===== config.mk =====
export PLATFORM = sky130hd
export DESIGN_NAME = fp_accum
export DESIGN_NICKNAME = d
export VERILOG_FILES = /design/src/rtl/fp_accum.sv
export SDC_FILE = /design/constraint.sdc
export NUM_CORES = 1
export LEC_CHECK = 0
export CELL_PAD_IN_SITES_DETAIL_PLACEMENT = 0
export CELL_PAD_IN_SITES_GLOBAL_PLACEMENT = 1
export CORE_UTILIZATION = 35
export CTS_CLUSTER_DIAMETER = 60
export DETAILED_ROUTE_END_ITERATION = 7
export PLACE_DENSITY_LB_ADDON = 0.08
export SLEW_MARGIN = 15
export SYNTH_ARGS = -nofsm -noshare
export SYNTH_HDL_FRONTEND = slang
export SYNTH_SLANG_ARGS = --single-unit

===== constraint.sdc =====
create_clock -name clk -period 4.75 [get_ports clk]
set_input_delay 0.7125 -clock clk [delete_from_list [all_inputs] [get_ports clk]]
set_output_delay 0.7125 -clock clk [all_outputs]
set_load 0.02 [all_outputs]

===== src/rtl/fp_accum.sv =====
// Streaming float accumulator wrapped around an external combinational FP adder.
// The adder sees only registered operands; results are returned via valid/ready.
module fp_accum #(
  parameter int LEN_W = 8
) (
  input  logic             clk,
  input  logic             reset_n,
  input  logic             start,
  input  logic [LEN_W-1:0] len,
  input  logic             in_valid,
  output logic             in_ready,
  input  logic [31:0]      in_data,
  output logic             out_valid,
  input  logic             out_ready,
  output logic [31:0]      out_sum,
  output logic             busy,
  output logic [31:0]      add_a,
  output logic [31:0]      add_b,
  input  logic [31:0]      add_s
);

  typedef enum logic [2:0] {
    S_IDLE,
    S_FIRST,
    S_ACCUM,
    S_ADD,
    S_DONE
  } state_t;

  state_t           state_q, state_d;
  logic [31:0]      acc_q, acc_d;
  logic [31:0]      opb_q, opb_d;
  logic [LEN_W-1:0] cnt_q, cnt_d;
  logic [LEN_W-1:0] len_r_q, len_r_d;
  logic             in_ready_q, out_valid_q, busy_q;
  logic             in_hs;
  logic [LEN_W-1:0] cnt_inc;

  // The adder works on magnitudes only, so every stored operand is forced positive.
  function automatic logic [31:0] strip_sign(input logic [31:0] f);
    return f & 32'h7FFF_FFFF;
  endfunction

  assign in_hs   = in_valid && in_ready_q;
  assign cnt_inc = cnt_q + LEN_W'(1);

  always_comb begin
    state_d = state_q;
    acc_d   = acc_q;
    opb_d   = opb_q;
    cnt_d   = cnt_q;
    len_r_d = len_r_q;
    case (state_q)
      S_IDLE: begin
        if (start) begin
          len_r_d = len;
          cnt_d   = '0;
          if (len == '0) begin
            acc_d   = '0;
            state_d = S_DONE;
          end else begin
            state_d = S_FIRST;
          end
        end
      end
      S_FIRST: begin
        // First element is loaded rather than added: the adder cannot take a zero operand.
        if (in_hs) begin
          acc_d   = strip_sign(in_data);
          cnt_d   = LEN_W'(1);
          state_d = (len_r_q == LEN_W'(1)) ? S_DONE : S_ACCUM;
        end
      end
      S_ACCUM: begin
        if (in_hs) begin
          opb_d   = strip_sign(in_data);
          state_d = S_ADD;
        end
      end
      S_ADD: begin
        acc_d   = add_s;
        cnt_d   = cnt_inc;
        state_d = (cnt_inc == len_r_q) ? S_DONE : S_ACCUM;
      end
      S_DONE: begin
        if (out_ready) state_d = S_IDLE;
      end
      default: state_d = S_IDLE;
    endcase
  end

  always_ff @(posedge clk or negedge reset_n) begin
    if (!reset_n) begin
      state_q     <= S_IDLE;
      acc_q       <= '0;
      opb_q       <= '0;
      cnt_q       <= '0;
      len_r_q     <= '0;
      in_ready_q  <= 1'b0;
      out_valid_q <= 1'b0;
      busy_q      <= 1'b0;
    end else begin
      state_q     <= state_d;
      acc_q       <= acc_d;
      opb_q       <= opb_d;
      cnt_q       <= cnt_d;
      len_r_q     <= len_r_d;
      in_ready_q  <= (state_d == S_FIRST) || (state_d == S_ACCUM);
      out_valid_q <= (state_d == S_DONE);
      busy_q      <= (state_d != S_IDLE);
    end
  end

  assign in_ready  = in_ready_q;
  assign out_valid = out_valid_q;
  assign busy      = busy_q;
  assign out_sum   = out_valid_q ? acc_q : 32'h0;
  assign add_a     = acc_q;
  assign add_b     = opb_q;

endmodule


==> summary.txt, run 1 <==
Worst setup path
  • R2r worst-path depth: 6
  • CP max-delay cell: dfrtp_1
  • Cell count along the critical path: 2
  • Critical Path Max Stage Delay: 0.94 ns
  • Worst path buffer plus inverter count: 1
  • Crit. End Element: output port
  • Critical path cell sequence: and2_1 > clkdlybuf4s50_1
  • R2R Path End: add_a[16]$_DFFE_PN0P_
  • R2R Setup Slk: about 2.2 ns
  • CP startpoint kind: flop
  • Cell family with most CP delay: flip-flops
  • CP required: 4.04 ns
  • Arr. time, crit path: around 2.1 ns
  • CP max FO: 33
  • CP Class: flop to output port
  • Reg2reg start: state_q[1]$_DFF_PN0_

Clocking
  • Clk pin slew, worst setup/hold paths: 0.06 ns
  • Post-cts gate resize count: 0
  • Hold buffer count at CTS: 0
  • H-tree depth: 3
  • CTS max path bufs: 2
  • CTS tree: done
  • Clock Latency Late Sink: 0.33 ns
  • CTS root buf: clkbuf_16
  • Clock buffer count from CTS: 9
  • Sink Count: 85
  • Post-CTS Setup Inserts: 0

Detailed routing
  • Vias: approximately 3400
  • DRT iter0 DRCs: about 160
  • DR vias/cell: 5.13
  • Final wirelength: 11600 um
  • Pre-Repair DR Iteration Count: 4
  • DRT antenna net count: 0
  • # DRC: 0
  • Avg WL per Cell: approximately 17 um

Run
  • Max-cap violations: 0

Final layout
  • Post-Layout Cell Count: 663
  • Final #Nets: 589
  • Area growth, synth to finish: 49.2%
  • Layout cells sized above 1: 0.172
  • ANT cells: 0

Logic synthesis
  • Yosys cell types: 54
  • Syn_nets: 425
  • Syn Std Cell Area: 4310 um2
  • Synth Instances: 347
  • Synth Warn #: 0
  • Avg Synthesized Cell Area: approximately 12 um2
  • Seq/Total Area, Yosys: 0.494
  • Synthesis-stage register bit count: between 80 and 90

Pwr
  • Leakage: approximately 0.0027 uW
  • PwrDens: 631 nW/um2
  • Worst vdd ir: 0.000353 V

Die
  • Die span in y: 113 um
  • Die footprint: 12800 um2
  • Initial core utilization: 0.359
  • Std cell rows: 40
  • Io pins: approximately 180
  • Core area: ~12000 um2
  • Die width: 113 um

GRT
  • Pin count of the biggest net entering global routing: 62
  • Global-route wire length before repair: 18300 um
  • Initial antenna violation count: 0
  • GRT Util Overall: 0.187
  • Number of global-route vias before repair: 3333
  • Total gr overflow: 0

STA
  • Max frequency: 0.351 GHz
  • Final Max Slew Viols: 0
  • Fin crit period: approximately 2.8 ns
  • Worst Tran Pin Value: 0.927 ns
  • Final-report hold violation count: 0
  • Slew Limit Headroom: 0.382
  • Setup Skew: 0.00600 ns
  • Final setup fails: 0
  • RSZ-0062 raised after global routing: no
  • Final period util: 0.599
  • Total negative slack: 0 ns

Place
  • Port Buffers: 173
  • Routability cong.: 0.747
  • Placed Cells: between 600 and 700
  • Dpl hpwl: approximately 8000 um

Hold path
  • Hold crit path type: input pin to asynchronous set/reset pin

Run status
  • Outcome: finished clean
==> final cells by class <==
type | instances | area [um2]
fill | 1108 | 5590
multi-input combinational | 235 | 2020
tap | 147 | 184
clock inverter | 7 | 97.6
inverter | 2 | 7.51
timing repair buffer | 178 | 1770
clock buffer | 9 | 225
sequential | 85 | 2130
==> layer usage <==
metal / global-route usage / wire length [um]
met1: 0.258 / 5400
met2: 0.298 / 5420
met3: 0.0284 / 555
met4: 0.0711 / 182
met5: 0 / 0
==> worst max path at each step <==
| stage | from | end | slack [ns] |
|---|---|---|---|
| 3_5_place_dp | len[1] | add_a[16]$_DFFE_PN0P_ | 1.51 |
| 3_3_place_gp | len[1] | add_a[20]$_DFFE_PN0P_ | 1.49 |
| 5_1_grt | len[1] | add_a[15]$_DFFE_PN0P_ | 1.72 |
| 4_1_cts | out_valid$_DFF_PN0_ | out_sum[8] | 1.83 |
| 2_1_floorplan | len[1] | add_a[0]$_DFFE_PN0P_ | 2.78 |
| 6_report | out_valid$_DFF_PN0_ | out_sum[21] | 1.90 |
==> registers in the layout, indices dropped and copies added (netlist names) <==
name,flops
len_r_q,8
cnt_q,8
out_valid,1
state_q,3
in_ready,1
add_b,31
add_a,32
busy,1
==> power by group <==
group / internal, uW / switching, uW / total [uW]
logic: 1030 / 956 / 1980
registers: 1050 / 272 / 1320
clock network: 462 / 294 / 756
total: 2530 / 1520 / 4060
==> per-stage QoR <==
stage	hold slack (ns)	util	instance area [um2]	total power, uW	setup WS [ns]
floorplan	0.417	-	4310	2520	2.78
global placement	0.468	0.508	6100	3300	1.49
detailed placement	0.475	0.508	6100	3330	1.51
CTS	0.491	0.535	6420	4100	1.83
global route	0.502	0.535	6420	4290	1.72
finish	0.464	0.535	6420	4060	1.90
==> cell usage after synthesis, drive strengths merged <==
cell / n / share of area
a211o: 1 / 0.0020
a41oi: 1 / 0.0020
o21bai: 2 / 0.0061
clkbuf: 4 / 0.0035
and2: 35 / 0.051
nand3: 4 / 0.0046
mux2i: 2 / 0.0046
or4: 1 / 0.0017
nor4b: 1 / 0.0055
nand2: 15 / 0.014
and4: 2 / 0.0046
a221o: 1 / 0.0023
a21o: 2 / 0.0035
nand4bb: 1 / 0.0026
a21bo: 2 / 0.0046
a31oi: 1 / 0.0015
conb: 1 / 0.00087
nor3: 3 / 0.0058
nand4: 2 / 0.0029
nor3b: 1 / 0.0029
or4b: 1 / 0.0032
inv: 2 / 0.0017
ha: 1 / 0.0029
mux2: 70 / 0.18
and3: 2 / 0.0029
dfrtp: 85 / 0.49
o21ai: 11 / 0.013
buf: 21 / 0.034
o211ai: 1 / 0.0017
nor2: 6 / 0.0058
o31ai: 5 / 0.0099
a2111oi: 1 / 0.0064
a21oi: 8 / 0.013
nand3b: 2 / 0.0035
xor2: 6 / 0.012
nor4: 2 / 0.0029
a22o: 32 / 0.065
o31a: 1 / 0.0020
xnor2: 5 / 0.010
nor2b: 3 / 0.0061
==> placed cells by master (no fill, tap or decap), types with 5 or more instances in the layout <==
master	n
clkdlybuf4s50_1	172
dfrtp_1	85
mux2_2	49
and2_1	34
a22o_1	32
mux2_1	21
nand2_1	13
o21ai_0	11
clkbuf_16	9
xor2_1	6
a21oi_1	6
buf_4	6
xnor2_1	5
nor2_1	5
==> cells by family after synthesis <==
kind of cell,Yosys count,share of synthesized area
AND/OR/NAND/NOR,81,0.120
XOR/XNOR,11,0.0224
multiplexers,72,0.188
adder cells (fa/ha/maj),1,0.00290
other,1,0.000871
AO/OA/AOI/OAI,69,0.133
flip-flops,85,0.494
buffers and inverters,27,0.0392
(Power assumes the default switching activity.)
==> run 2: changes to the inputs <==
Settings changed: CORE_UTILIZATION 35 to 30.
Clock period 4.75 ns to 2.4 ns, I/O delays scaled along.
==> run 2 against run 1 <==
Effect of this change:
- cell count is 6.2% higher
- clock power is 87% higher
- global-route usage is 2.0 points lower
- clock skew is 0.0020 ns higher
- power is 99% higher
- via count hardly changed
- sequential share of layout area is 0.69 points lower
- critical path depth is 1 higher
- utilization is 6.4 points lower
- setup slack worse by 1.6 ns
- clock-buffer cell count is 3 higher
==> summary.txt, run 2 (synthesis results as in run 1) <==
STA
  • Hold Slack: 0.465 ns (+0.00105 ns)
  • RSZ-0062 raised after global routing: no
  • Fin crit period: 2.06 ns
  • Total negative slack: 0 ns (unchanged)
  • Final-report hold violation count: 0 (unchanged)
  • Max frequency: 0.484 GHz
  • Final setup fails: 0 (unchanged)
  • Setup Skew: 0.00797 ns (+0.00197 ns)
  • Final setup slack of the worst path: 0.335 ns (-1.57 ns)
  • Final Max Slew Viols: 0 (unchanged)
  • Final period util: 0.860

Clocking
  • Clock buffer count from CTS: 9 (unchanged)
  • H-tree depth: 3 (unchanged)
  • Sink Count: 85 (unchanged)
  • Post-CTS Setup Inserts: 0 (unchanged)
  • Clk pin slew, worst setup/hold paths: 0.06 ns (about the same)
  • CTS root buf: clkbuf_16
  • CTS tree: done
  • Clock Latency Late Sink: 0.35 ns (+0.02 ns)
  • CTS max path bufs: 2 (unchanged)

Place
  • Port Buffers: 173 (unchanged)
  • Routability cong.: 0.733 (-2.0%)
  • Post-Place Setup Slack: 0.133 ns (-1.38 ns)
  • Dpl hpwl: 8520 um (+6.3%)
  • Post-DP Area: 6260 um2 (+2.6%)

Detailed routing
  • DR vias/cell: 4.83 (-5.8%)
  • Final wirelength: 12000 um (+3.8%)
  • # DRC: 0 (unchanged)
  • Pre-Repair DR Iteration Count: 4 (unchanged)
  • DRT antenna net count: 0 (unchanged)
  • Vias: 3403 (+0.059%)
  • Avg WL per Cell: 17.1 um (-2.2%)
  • DRT iter0 DRCs: 106 (-33%)

Worst setup path
  • CP required: 2.04 ns (-2.00 ns)
  • Crit. End Element: output port
  • CP max FO: 31 (-6.1%)
  • CP startpoint kind: flop
  • CP Class: flop to output port
  • Arr. time, crit path: 1.70 ns (-0.43 ns)

Pwr
  • Leakage: 0.00275 uW (+1.7%)
  • PwrDens: 1230 nW/um2 (+95%)
  • Worst vdd ir: 0.000859 V (+140%)

Final layout
  • Final #Nets: 597 (+1.4%)
  • Commonest non-fill, non-tap cell in the layout: clkdlybuf4s50_1
  • Area growth, synth to finish: 52.4%
  • Cell area after layout: 6560 um2 (+2.1%)
  • Max reg flops: 32 (unchanged)
  • Reg area: 2130 um2 (unchanged)
  • Fill count: 1302 (+18%)
  • Most frequent cells in the layout: 172 x clkdlybuf4s50_1, 85 x dfrtp_1, 49 x mux2_2
  • ANT cells: 0 (unchanged)
  • Layout cells sized above 1: 0.179 (+0.00691)
  • Multi-input gate area: 2020 um2 (unchanged)

GRT
  • Number of global-route vias before repair: 3430 (+2.9%)
  • GRT Util Overall: 0.167 (-0.0200)
  • Initial antenna violation count: 0 (unchanged)
  • Global-route wire length before repair: 18600 um (+1.7%)
  • Total gr overflow: 0 (unchanged)
  • Pin count of the biggest net entering global routing: 63 (+1.6%)

Die
  • Die footprint: 14800 um2 (+16%)
  • Std cell rows: 43 (+7.5%)
  • Initial core utilization: 0.309 (-0.0495)
  • Io pins: 176 (unchanged)
  • Die width: 122 um (+7.9%)
  • Die span in y: 122 um (+7.9%)
  • Core area: 13900 um2 (+16%)

Run
  • Max-cap violations: 0 (unchanged)

Run status
  • Outcome: finished clean

Hold path
  • Hold crit path type: input pin to asynchronous set/reset pin
run 2: changes by cell type in the layout (fill, tap and decap cells not counted), sizes merged:
cell,change
dlygate4sd3,+1
clkinvlp,-1
clkbuf,+3
bufinv,-1
buf,+7
inv,-1
run 2: path summary, 6_finish.rpt:
check / slack, ns / cells after the start / endpoint / startpoint
hold reg to reg: 0.48 / 1 / add_b[13]$_DFFE_PN0P_ / add_b[13]$_DFFE_PN0P_
max in group asynchronous: 1.28 / 3 / add_b[9]$_DFFE_PN0P_ / reset_n
min in group clk: 0.48 / 1 / add_b[13]$_DFFE_PN0P_ / add_b[13]$_DFFE_PN0P_
hold / removal: 0.46 / 2 / add_b[19]$_DFFE_PN0P_ / reset_n
setup / recovery: 0.34 / 3 / out_sum[21] / out_valid$_DFF_PN0_
setup reg to reg: 0.44 / 6 / state_q[1]$_DFF_PN0_ / cnt_q[1]$_DFFE_PN0P_
run 2: report_power, final:
group / total [uW] / internal [uW] / switching, uW
combinational: 4090 / 2130 / 1960
clock: 1410 / 832 / 577
sequential: 2570 / 2070 / 496
run 2: worst max-delay path, stage by stage, from the launching register on:
cell and delay (ns):
dfrtp_1 0.43, buf_12 0.18, and2_1 0.14, clkdlybuf4s50_1 0.60
run 2: timing repair:
action,in CTS,in global routing
hold buffers,1,0
endpoints found under the setup margin,0,0
hold endpoints to repair,23,0
gates resized for setup,0,0
run 2: routing by layer:
metal,wire length [um],vias up,global-route usage
met5,0,-,0
met4,259,0,0.0725
li1,-,1608,-
met3,637,15,0.0323
met1,5460,1659,0.217
met2,5650,121,0.269
run 2: layout make-up:
cell class                      instances  area share
Timing Repair Buffer                  186       0.288
Clock buffer                           12      0.0376
Clock inverter                          4     0.00724
Sequential cell                        85       0.324
Multi-Input combinational cell        235       0.307
Inverter                                2     0.00114
Tap cell                              180      0.0343
run 2: stage by stage:
stage | util | total power [uW] | cells
CTS | 0.471 | 8200 | 704
global placement | 0.449 | 6700 | 687
floorplan | - | 4990 | 347
detailed placement | 0.449 | 6760 | 687
finish | 0.471 | 8070 | 704
global route | 0.471 | 8570 | 704
==> run 3: changes to the inputs <==
Settings changed: CORE_UTILIZATION 30 to 35, DONT_BUFFER_PORTS set to 1.
==> run 3 against run 2 <==
Effect of this change:
- combinational power decreased by 46%
- clock skew down 0.0027 ns
- clock power fell by 4%
- critical endpoint is now state_q[1]$_DFF_PN0_
- largest cell class unchanged
- largest power group is now registers
==> summary.txt, run 3 (synthesis results as in run 1) <==
Detailed routing
  • Pre-Repair DR Iteration Count: 4 (unchanged)
  • DR vias/cell: 5.58 (+15%)
  • Vias: 2749 (-19%)
  • DRT iter0 DRCs: 125 (+18%)
  • DRT antenna net count: 0 (unchanged)
  • Avg WL per Cell: 20.1 um (+18%)
  • Final wirelength: 9910 um (-17%)
  • # DRC: 0 (unchanged)

STA
  • Final period util: 0.852 (-0.00823)
  • Worst Tran Pin Value: 0.506 ns
  • Final setup fails: 0 (unchanged)
  • Final Max Slew Viols: 0 (unchanged)
  • Slew Limit Headroom: 0.663
  • Max frequency: 0.489 GHz (+0.97%)
  • Final-report hold violation count: 0 (unchanged)
  • Setup Skew: 0.00523 ns (-0.00275 ns)
  • Total negative slack: 0 ns (unchanged)
  • RSZ-0062 raised after global routing: no
  • Fin crit period: 2.05 ns (-0.0197 ns)

Final layout
  • Area growth, synth to finish: 10.3%
  • ANT cells: 0 (unchanged)
  • Post-Layout Cell Count: 493 (-30%)
  • Final #Nets: 421 (-29%)
  • Max reg flops: 32 (unchanged)
  • Layout cells sized above 1: 0.254 (+0.0749)
  • Most frequent cells in the layout: 85 x dfrtp_1, 49 x mux2_2, 34 x and2_1
  • Commonest non-fill, non-tap cell in the layout: dfrtp_1

Place
  • Routability cong.: 0.690 (-5.9%)
  • Placed Cells: 477 (-31%)
  • Port Buffers: 0 (-100%)
  • Dpl hpwl: 6630 um (-22%)

GRT
  • Total gr overflow: 0 (unchanged)
  • Global-route wire length before repair: 15200 um (-18%)
  • Number of global-route vias before repair: 2776 (-19%)
  • Pin count of the biggest net entering global routing: 86 (+37%)
  • GRT Util Overall: 0.159 (-0.00763)
  • Initial antenna violation count: 0 (unchanged)

Worst setup path
  • CP Class: flop to flop
  • CP required: 2.59 ns (+0.55 ns)
  • CP max-delay cell: dfrtp_1
  • Crit. End Element: flop
  • Arr. time, crit path: 2.24 ns (+0.54 ns)
  • CP startpoint kind: flop
  • Critical Path Max Stage Delay: 0.44 ns (-0.16 ns)
  • Critical path cell sequence: ha_1 > xor2_1 > o211ai_1 > mux2i_1 > a2111oi_4 > a41oi_1
  • CP max FO: 10 (-68%)

Run
  • Max-cap violations: 0 (unchanged)

Die
  • Initial core utilization: 0.359 (+0.0495)
  • Die width: 113 um (-7.3%)
  • Std cell rows: 40 (-7.0%)
  • Core area: 12000 um2 (-14%)
  • Die footprint: 12800 um2 (-14%)
  • Io pins: 176 (unchanged)
  • Die span in y: 113 um (-7.3%)

Clocking
  • CTS root buf: clkbuf_16
  • Clock buffer count from CTS: 9 (unchanged)
  • Clk pin slew, worst setup/hold paths: 0.06 ns (about the same)
  • Post-cts gate resize count: 0 (unchanged)
  • CTS max path bufs: 2 (unchanged)
  • Sink Count: 85 (unchanged)
  • H-tree depth: 3 (unchanged)
  • CTS tree: done
  • Clock Latency Late Sink: 0.34 ns (about the same)

Pwr
  • PwrDens: 1440 nW/um2 (+18%)
  • Leakage: 0.00208 uW (-24%)
  • Worst vdd ir: 0.000691 V (-19%)

Run status
  • Outcome: finished clean

Hold path
  • Hold crit path type: input pin to flop
[run 3: cell types whose count changed in the layout (fill, tap and decap cells not counted), sizes merged]
cell and change:
clkdlybuf4s50 -172, buf -4, clkinvlp -1, clkinv -1
[run 3: path summary, 6_finish.rpt]
check,from,endpoint,slack [ns],cells after the start
min in group asynchronous,reset_n,add_b[4]$_DFFE_PN0P_,0.61,2
max in group asynchronous,reset_n,len_r_q[2]$_DFFE_PN0P_,1.46,2
max,cnt_q[1]$_DFFE_PN0P_,state_q[1]$_DFF_PN0_,0.35,6
max reg2reg,cnt_q[1]$_DFFE_PN0P_,state_q[1]$_DFF_PN0_,0.35,6
min,add_s[31],add_a[31]$_DFFE_PN0P_,0.15,2
min reg2reg,cnt_q[7]$_DFFE_PN0P_,cnt_q[7]$_DFFE_PN0P_,0.51,1
[run 3: per-stage QoR]
| stage | instance area (um2) | hold slack (ns) | total power [uW] | setup slack, ns | util |
|---|---|---|---|---|---|
| after global placement | 4430 | 0.0664 | 5530 | 0.355 | 0.369 |
| final | 4750 | 0.154 | 6870 | 0.355 | 0.396 |
| after floorplan | 4310 | 0.0644 | 4990 | 0.558 | - |
| after global routing | 4750 | 0.133 | 7320 | 0.199 | 0.396 |
| after detailed placement | 4430 | 0.0665 | 5570 | 0.348 | 0.369 |
| after CTS | 4750 | 0.135 | 7000 | 0.337 | 0.396 |
[run 3: where the power goes]
part,total (uW),switching [uW],internal (uW)
registers,3290,1220,2070
logic,2220,1040,1180
clock network,1350,531,822
total,6870,2790,4070
[run 3: critical path: cells and delay by family, from the launching register on]
kind | cells | cell delay, ns
mux | 1 | 0.13
fa+ha+maj | 1 | 0.34
flops | 1 | 0.44
xor+xnor | 1 | 0.20
compound gates | 3 | 0.78
[run 3: final cells by class]
type,instances,area (um2)
fill,1141,7260
tap,147,184
inverter,2,7.51
clock buffer,12,246
multi-input combinational,235,2020
timing repair buffer,10,135
clock inverter,2,35.0
sequential,85,2130
[run 3: metal layers]
layer	global-route usage	vias to the layer above	share of wire
met1	0.195	1381	0.44
met3	0.0605	7	0.071
li1	-	1245	-
met5	0	-	0
met4	0.0474	0	0.011
met2	0.262	116	0.48
[run 3: timing repair]
action,4_1_cts,5_1_grt
setup buffers,0,0
hold buffers,2,0
endpoints found under the hold margin,85,0
